**src/rtl/snake_pkg.sv**
```systemverilog
// Shared constants and types for the snake game datapath.
// The collision checker, its bus interface and the renderer all build on these.
package snake_pkg;
    localparam int GRID_W   = 100;
    localparam int GRID_H   = 75;
    localparam int MAX_LEN  = 64;
    localparam int POS_BITS = 13;
    localparam int LEN_BITS = $clog2(MAX_LEN) + 1;

    typedef logic [POS_BITS-1:0] pos_t;

    typedef enum logic [1:0] {
        ST_IDLE,
        ST_FOOD,
        ST_SCAN,
        ST_DONE
    } chk_state_e;
endpackage

```
**src/rtl/snake_seg_mux.sv**
```systemverilog
// Combinational selector of one body segment out of the flat body bus.
// Indices at or beyond MAX_LEN return zero.
module snake_seg_mux
    import snake_pkg::*;
#(
    parameter int MAX_LEN  = snake_pkg::MAX_LEN,
    parameter int POS_BITS = snake_pkg::POS_BITS,
    localparam int LEN_W   = $clog2(MAX_LEN) + 1
) (
    input  logic [POS_BITS*MAX_LEN-1:0] body_flat,
    input  logic [LEN_W-1:0]            idx,
    output logic [POS_BITS-1:0]         seg
);
    always_comb begin
        seg = '0;
        for (int i = 0; i < MAX_LEN; i++) begin
            if (idx == LEN_W'(i)) begin
                seg = body_flat[i*POS_BITS +: POS_BITS];
            end
        end
    end
endmodule

```
**config.mk**
```make
export PLATFORM = sky130hd
export DESIGN_NAME = snake_seg_mux
export DESIGN_NICKNAME = d
export VERILOG_FILES = /design/src/rtl/snake_pkg.sv /design/src/rtl/snake_seg_mux.sv
export SDC_FILE = /design/constraint.sdc
export NUM_CORES = 1
export LEC_CHECK = 0
export ABC_AREA = 1
export ABC_CLOCK_PERIOD_IN_PS = 12350
export CAP_MARGIN = 25
export CORE_AREA = 2 2 335 337
export DETAILED_ROUTE_END_ITERATION = 6
export DIE_AREA = 0 0 337 339
export PLACE_DENSITY = 0.37
export SETUP_SLACK_MARGIN = 0.3
export SLEW_MARGIN = 20
export SYNTH_ARGS = -nofsm -noshare
export SYNTH_HDL_FRONTEND = slang
export SYNTH_SLANG_ARGS = --single-unit
```
**constraint.sdc**
```tcl
create_clock -name vclk -period 12.35
set_clock_uncertainty 0.15 [all_clocks]
set_input_delay 3.705 -clock vclk [all_inputs]
set_output_delay 3.705 -clock vclk [all_outputs]
set_load 0.01 [all_outputs]
```
==> results of run 1 <==
==> report_power, final <==
part           internal [mW]    total [mW]  switching, mW
Combinational          0.310         0.504          0.194
Clock           0.0000000641  0.0000000642              0
Sequential                 0             0              0
==> cell families (layout without fill, tap and decap cells) <==
kind of cell	Yosys count	in the layout
compound gates	65	65
buf+inv	298	1315
simple gates	1399	1399
other cells	0	10
==> stage by stage <==
stage,worst slack [ns],hold slack (ns)
5_1_grt,-0.4658,7.921
4_1_cts,-0.4328,7.887
3_3_place_gp,-1.523,8.230
6_report,-0.05575,7.884
2_1_floorplan,2.003,7.384
3_5_place_dp,-1.544,8.225
==> cell type report <==
type | count | area [µm²] | share of cell area [%]
Multi-Input combinational cell | 1464 | 7231 | 35.50
Antenna cell | 10 | 25.02 | 0.1229
Tap cell | 1488 | 1862 | 9.142
Inverter | 247 | 934.6 | 4.589
Timing Repair Buffer | 1068 | 10310 | 50.64
==> cell usage after synthesis, drive strengths merged <==
library cell  number
nor3               2
buf                7
or2              116
clkbuf            44
a21oi             65
nand3             76
nor2             240
nand2            815
nand4            148
and3               2
clkinv             3
inv              244
==> critical path: cells and delay by family <==
family	cells	cell delay, ns
AND/OR/NAND/NOR	39	3.90
buffers and inverters	7	0.91
==> final timing paths <==
kind	from	endpoint	cells after the start
setup / recovery	idx[0]	seg[6]	46
hold / removal	body_flat[828]	seg[9]	4
==> repair_timing <==
| action | in CTS | in global routing |
|---|---|---|
| endpoints found under the setup margin | 13 | 13 |
| resized for setup | 290 | 76 |
| buffers inserted | 9 | 3 |
| cloned | 1 | 0 |
| pin swaps | 158 | 169 |
==> per-layer routing <==
metal	share of wire, %	wire length (µm)	global-route usage (%)
met1	41	38250	18.36
met4	1.5	1443	1.944
met5	0.091	86	0
met3	6.3	5944	3.015
met2	51	48430	29.81
==> run summary, run 1 <==
The flow ran to the end, but the final reports show violations. The checks that failed: setup timing. Along the worst path, the maximum fanout reaches 5.

The placed instances occupy a cell area of 0.01935 mm². The cell accounting for the most synthesized area was nand2_1. The peak clock frequency supported by timing is 0.08061 GHz.

Counting every instance in the synthesized netlist gives 1,762. After layout, the minimum clock period comes to 12.41 ns. The number of nets in the synthesized netlist is 2,601. The first global-routing pass estimated 125,300 µm of wire.

The critical path in this run is classified as input pin to output port. The logs give 3,620 for the layout net count and 0 µm² for the combined flip-flop and latch cell area. At the end of routability-driven placement, the weighted congestion stood at 0.9052.

The cell area that synthesis handed to floorplanning was 0.007531 mm². The run gives 0 as the count of antenna-violating nets left after detailed routing. The tools report the area enclosed by the die boundary as 0.1142 mm². The critical path's slowest cell was nand4_1. Number of global-route vias before repair: 16.00k. The cell seen most often among critical-path stages is nand4_1. The count of buffers added on input and output ports is 852. For this design the top-level I/O count stands at 852. The initial utilization of the core area, before any placement, comes to 6.824%. After Yosys synthesis, and, or, nand and nor cells account for 80.59% of the synthesized area. The synthesized netlist devotes 0% of its cell area to adder and majority cells.

The pre-antenna-repair detailed-routing pass consisted of 5 iterations. Ranked by total cell area, the synthesized netlist is headed by nand2_1 41%, nand4_1 12%, inv_1 12%, nor2_1 12%, or2_2 9.1%. Detailed placement ended at an HPWL of 84,780 µm.

The sort of element at the start of the critical path was an input pin. Averaged over all synthesized cells, the footprint is 4.274 µm². The worst pin sits at a relative slew slack of 28.41%.

The synthesized netlist devotes 0% of its cell area to XOR and XNOR gates. Entering global routing, the biggest net connects 18 pins. Summing the sequential cell areas from Yosys gives 0% of the chip area. The total power density per cell area was 24.76 mW/mm²; the leakage power total was 8.400 nW. For the total of clock buffers placed in the layout, the log shows 0.

The die width works out to 337 µm. After synthesis, the share of cell area in mux cells is 0%. The number of sequential cells was 0; the violation count after the first detailed-routing iteration was 605. The tools report the final count of hold timing violations as 0.

The final clock period utilization by the worst path works out to 100.5%. Leaving out fill and tap cells, the most frequent cell in the layout is clkdlybuf4s50_1. The logs give 21 for the number of antenna violations at the first check in global routing and 94,160 µm for the overall routed net length. Counting distinct cell types in the post-synthesis netlist gives 21.

Dividing the detail-routed wire length by the instance count gives 22.02 µm. The run gives -0.05575 ns as the least setup slack across all paths after layout. In the final timing run, aggregate negative setup slack is -0.09023 ns. Total of warnings raised by yosys: 0.

The max-cap violation count is 0. For this run, design rule violations remaining after detail routing come to 0. After routing the design area is 0.02037 mm². The overall die height is 339 µm.

The final instance count without filler cells was 4,277. The transition at the pin with the smallest max-transition slack is 1.073 ns, and the aggregate global-route resource usage is 15.70%. The run gives 0 as the max-slew violation total from the final report. The class of the most critical hold timing path was input pin to output port. Synthesis-to-layout area growth: 170.4%. Across the VDD grid, the largest voltage drop is 0.00001351 V. The layout has 12.94k filler cells. After global routing the overflow that remains totals 0. Capturing element type of the critical path: an output port.

The utilization after layout was 18.45%. The top cell types in the final layout, fill and taps aside, are 832 x clkdlybuf4s50_1, 722 x nand2_1, 231 x inv_1. The dominant combinational cell family by area after synthesis is simple AND/OR/NAND/NOR gates. The tools report the post-placement cell count as 4,254.

Setup repair after global routing could not meet its margin everywhere. The share of the synthesized area in the top cell type is 40.57%, and the share of post-route cells with drive strength above 1 is 20.62%. The core region is 0.1104 mm². Hold buffer count at CTS: 0. The highest cell delay on the worst timing path is 0.18 ns, and the routed via count is 14.91k. Overall power consumption after layout is estimated at 504.3 µW.

The run gives 8.49 ns as the required time of the worst setup path. Data arrives at the worst endpoint at 8.55 ns. Dividing the detail-routed via count by the number of cells gives 3.487. Setup violations remaining at the end of the flow were counted as 3.

The synthesized netlist devotes 4.320% of its cell area to compound gates. The tools report the number of rows created at floorplan as 122.
Note: power is estimated with default switching activity, not from simulation.
==> run 2: changes to the inputs <==
--- a/config.mk
+++ b/config.mk
@@ -12,6 +12,7 @@
 export DETAILED_ROUTE_END_ITERATION = 6
 export DIE_AREA = 0 0 337 339
 export PLACE_DENSITY = 0.37
+export RECOVER_POWER = 50
 export SETUP_SLACK_MARGIN = 0.3
 export SLEW_MARGIN = 20
 export SYNTH_ARGS = -nofsm -noshare
==> results of run 2 <==
Same layout as run 1: the final DEF is identical, and so are final timing and power.
==> run 3: changes to the inputs <==
--- a/config.mk
+++ b/config.mk
@@ -11,7 +11,9 @@
 export CORE_AREA = 2 2 335 337
 export DETAILED_ROUTE_END_ITERATION = 6
 export DIE_AREA = 0 0 337 339
-export PLACE_DENSITY = 0.37
+export DONT_BUFFER_PORTS = 1
+export MAX_ROUTING_LAYER = met4
+export PLACE_DENSITY = 0.3
 export RECOVER_POWER = 50
 export SETUP_SLACK_MARGIN = 0.3
 export SLEW_MARGIN = 20
==> run summary, run 3 (synthesis gave the netlist of run 1 again) <==
The run finished, with violations left. The checks that failed: setup timing. The die is 339 µm tall. Global routing used 2.208% of the available met3 tracks. The worst setup path is of the input pin to output port kind. The first global-routing pass estimated 104,700 µm of wire. In this run the count of I/O pins placed on the die edge is 852.

The cell seen most often among critical-path stages is nand4_1. The tools report the detailed-router iteration count before antenna repair as 5. Combinational logic is responsible for 100.0% of the overall power.

The number of global-route vias before repair is 12.38k. The max-slew violation total from the final report was 0. The placed instances occupy a cell area of 0.01048 mm². From synthesis to final layout, the design area changed by 55.31%. The per-cell routed wire length is 24.10 µm, and the combined flip-flop and latch cell area is 0 µm². The sequential share of power was 0%; the worst slack at placement was -0.6551 ns. Global routing used 16.32% of the available met1 tracks. In the routed layout, each cell is associated on average with a via count of 3.570. Cell internal power was estimated by the tool at 76.22 µW. The most frequent standard cell in the layout excluding fill and tap cells is nand2_1. The capturing element type of the critical path is an output port. The routability congestion estimate from global placement was 1.003. The final clock period utilization by the worst path came out at 100.9%.

Setup repair after global routing could not meet its margin everywhere. In the final design database the tool counted 2,729 nets. The min-delay analysis places its worst path in the category input pin to output port.

The logs give 12.14k for the routed via count and 8.60 ns for the data arrival at the endpoint of the critical path. The tools report the total of clock buffers placed in the layout as 0. The post-route netlist has 27.44% of its cells at a drive strength greater than 1. In this run the power spent charging and discharging nets is 145.2 µW. Area enclosed by the die boundary: 0.1142 mm².

The worst-case IR drop observed on VDD is 0.000009124 V. After routing the design area is 0.01170 mm². Global routing used 13.78% of the available tracks.

The highest cell delay on the worst timing path works out to 0.29 ns. In this run the worst path has a maximum fanout of 4. The region available for standard cell placement spans 0.1104 mm². met2 is the most crowded layer.

Net switching is 65.58% of the power. The logs give 0 for the remaining global-route overflow and 694 for the violation count after the first detailed-routing iteration. For the initial core utilization, the log shows 6.824%. Detailed placement finished with a half-perimeter wire length of 74,310 µm. The number of fillers in the final layout was 13.35k. For this design the static power due to leakage is 4.866 nW.

Static timing analysis puts the maximum clock frequency at 0.08027 GHz. The worst-case headroom to the max-slew limit is 27.12%, and the minimum clock period after layout is 12.46 ns. The library cells used most frequently in the layout, excluding fill and tap cells, are 706 x nand2_1, 236 x inv_1, 175 x nor2_1.

After detailed routing, the number of remaining DRC violations is 0. The design draws 221.4 µW. Global routing consumed, on the met2 layer, 23.41% of the routing resources.

Row generation in the floorplan step produced 122 rows. Summing all multi-input logic gate instances after layout gives 0.007291 mm². In this run the remaining antenna-violating nets after routing total 0. The worst setup path is launched from an input pin. The number of input and output port buffers inserted works out to 0. The least setup slack across all paths after layout is -0.1073 ns, and the pin count of the biggest net entering global routing is 17. The final count of hold timing violations was 0.

In the finished design the tool counted flip-flops and latches totalling 0. The transition at the pin with the smallest max-transition slack is 1.089 ns. Proportion of power drawn by the clock network: 0%.

Max-cap violations in this run came to 0. STA puts the critical path data required time at 8.49 ns. Among all stages on the critical path, the largest delay is contributed by nand4_1.

Dividing total power by cell area gives a power density of 18.93 mW/mm². Final setup violation count: 1. The logs give 81,930 µm for the overall routed net length and 31 for the number of antenna violations at the first check in global routing. The die width is 337 µm.
[run 3: path summary, 6_finish.rpt]
check            from      end  cells after the start
max            idx[3]   seg[5]                     41
min    body_flat[830]  seg[11]                      2
[run 3: layout make-up]
class	count	area share [%]
multi-input cells	1464	62.33
well taps	1488	15.92
inverters	247	8.205
diodes	24	0.5135
repair buffers	177	13.03
[run 3: power by group through the flow]
stage               clock network [mW]  registers (mW)  logic, mW
finish                     0.000000251               0      0.221
global route               0.000000250               0      0.243
CTS                                  0               0      0.223
floorplan                            0               0     0.0865
detailed placement                   0               0      0.197
global placement                     0               0      0.197
[run 3: critical path: cells and delay by family]
kind | cells | cell delay, ns
buf+inv | 6 | 0.79
simple gates | 35 | 4.08
[run 3: through the flow]
step                      hold slack, ns  utilization, %  setup TNS (ns)  cells
final                              7.385           10.60         -0.1073   3400
after global placement             7.390           9.491          -3.665   3360
after detailed placement           7.390           9.498          -3.742   3361
after floorplan                    7.384               -               0   1762
after CTS                          7.378           10.19         -0.6057   3369
after global routing               7.389           10.60          -2.908   3400
[run 3: timing repair]
action	CTS	global route
buffers inserted	8	7
pin swaps	116	152
gates resized for setup	201	93
hold endpoints to repair	0	0
hold buffers	0	0
setup endpoints to repair	13	13
[run 3: metal layers]
metal,routed length (µm),vias up
li1,-,5721
met1,33690,5603
met2,39250,688
met3,5488,125
met4,3501,0
met5,0,-
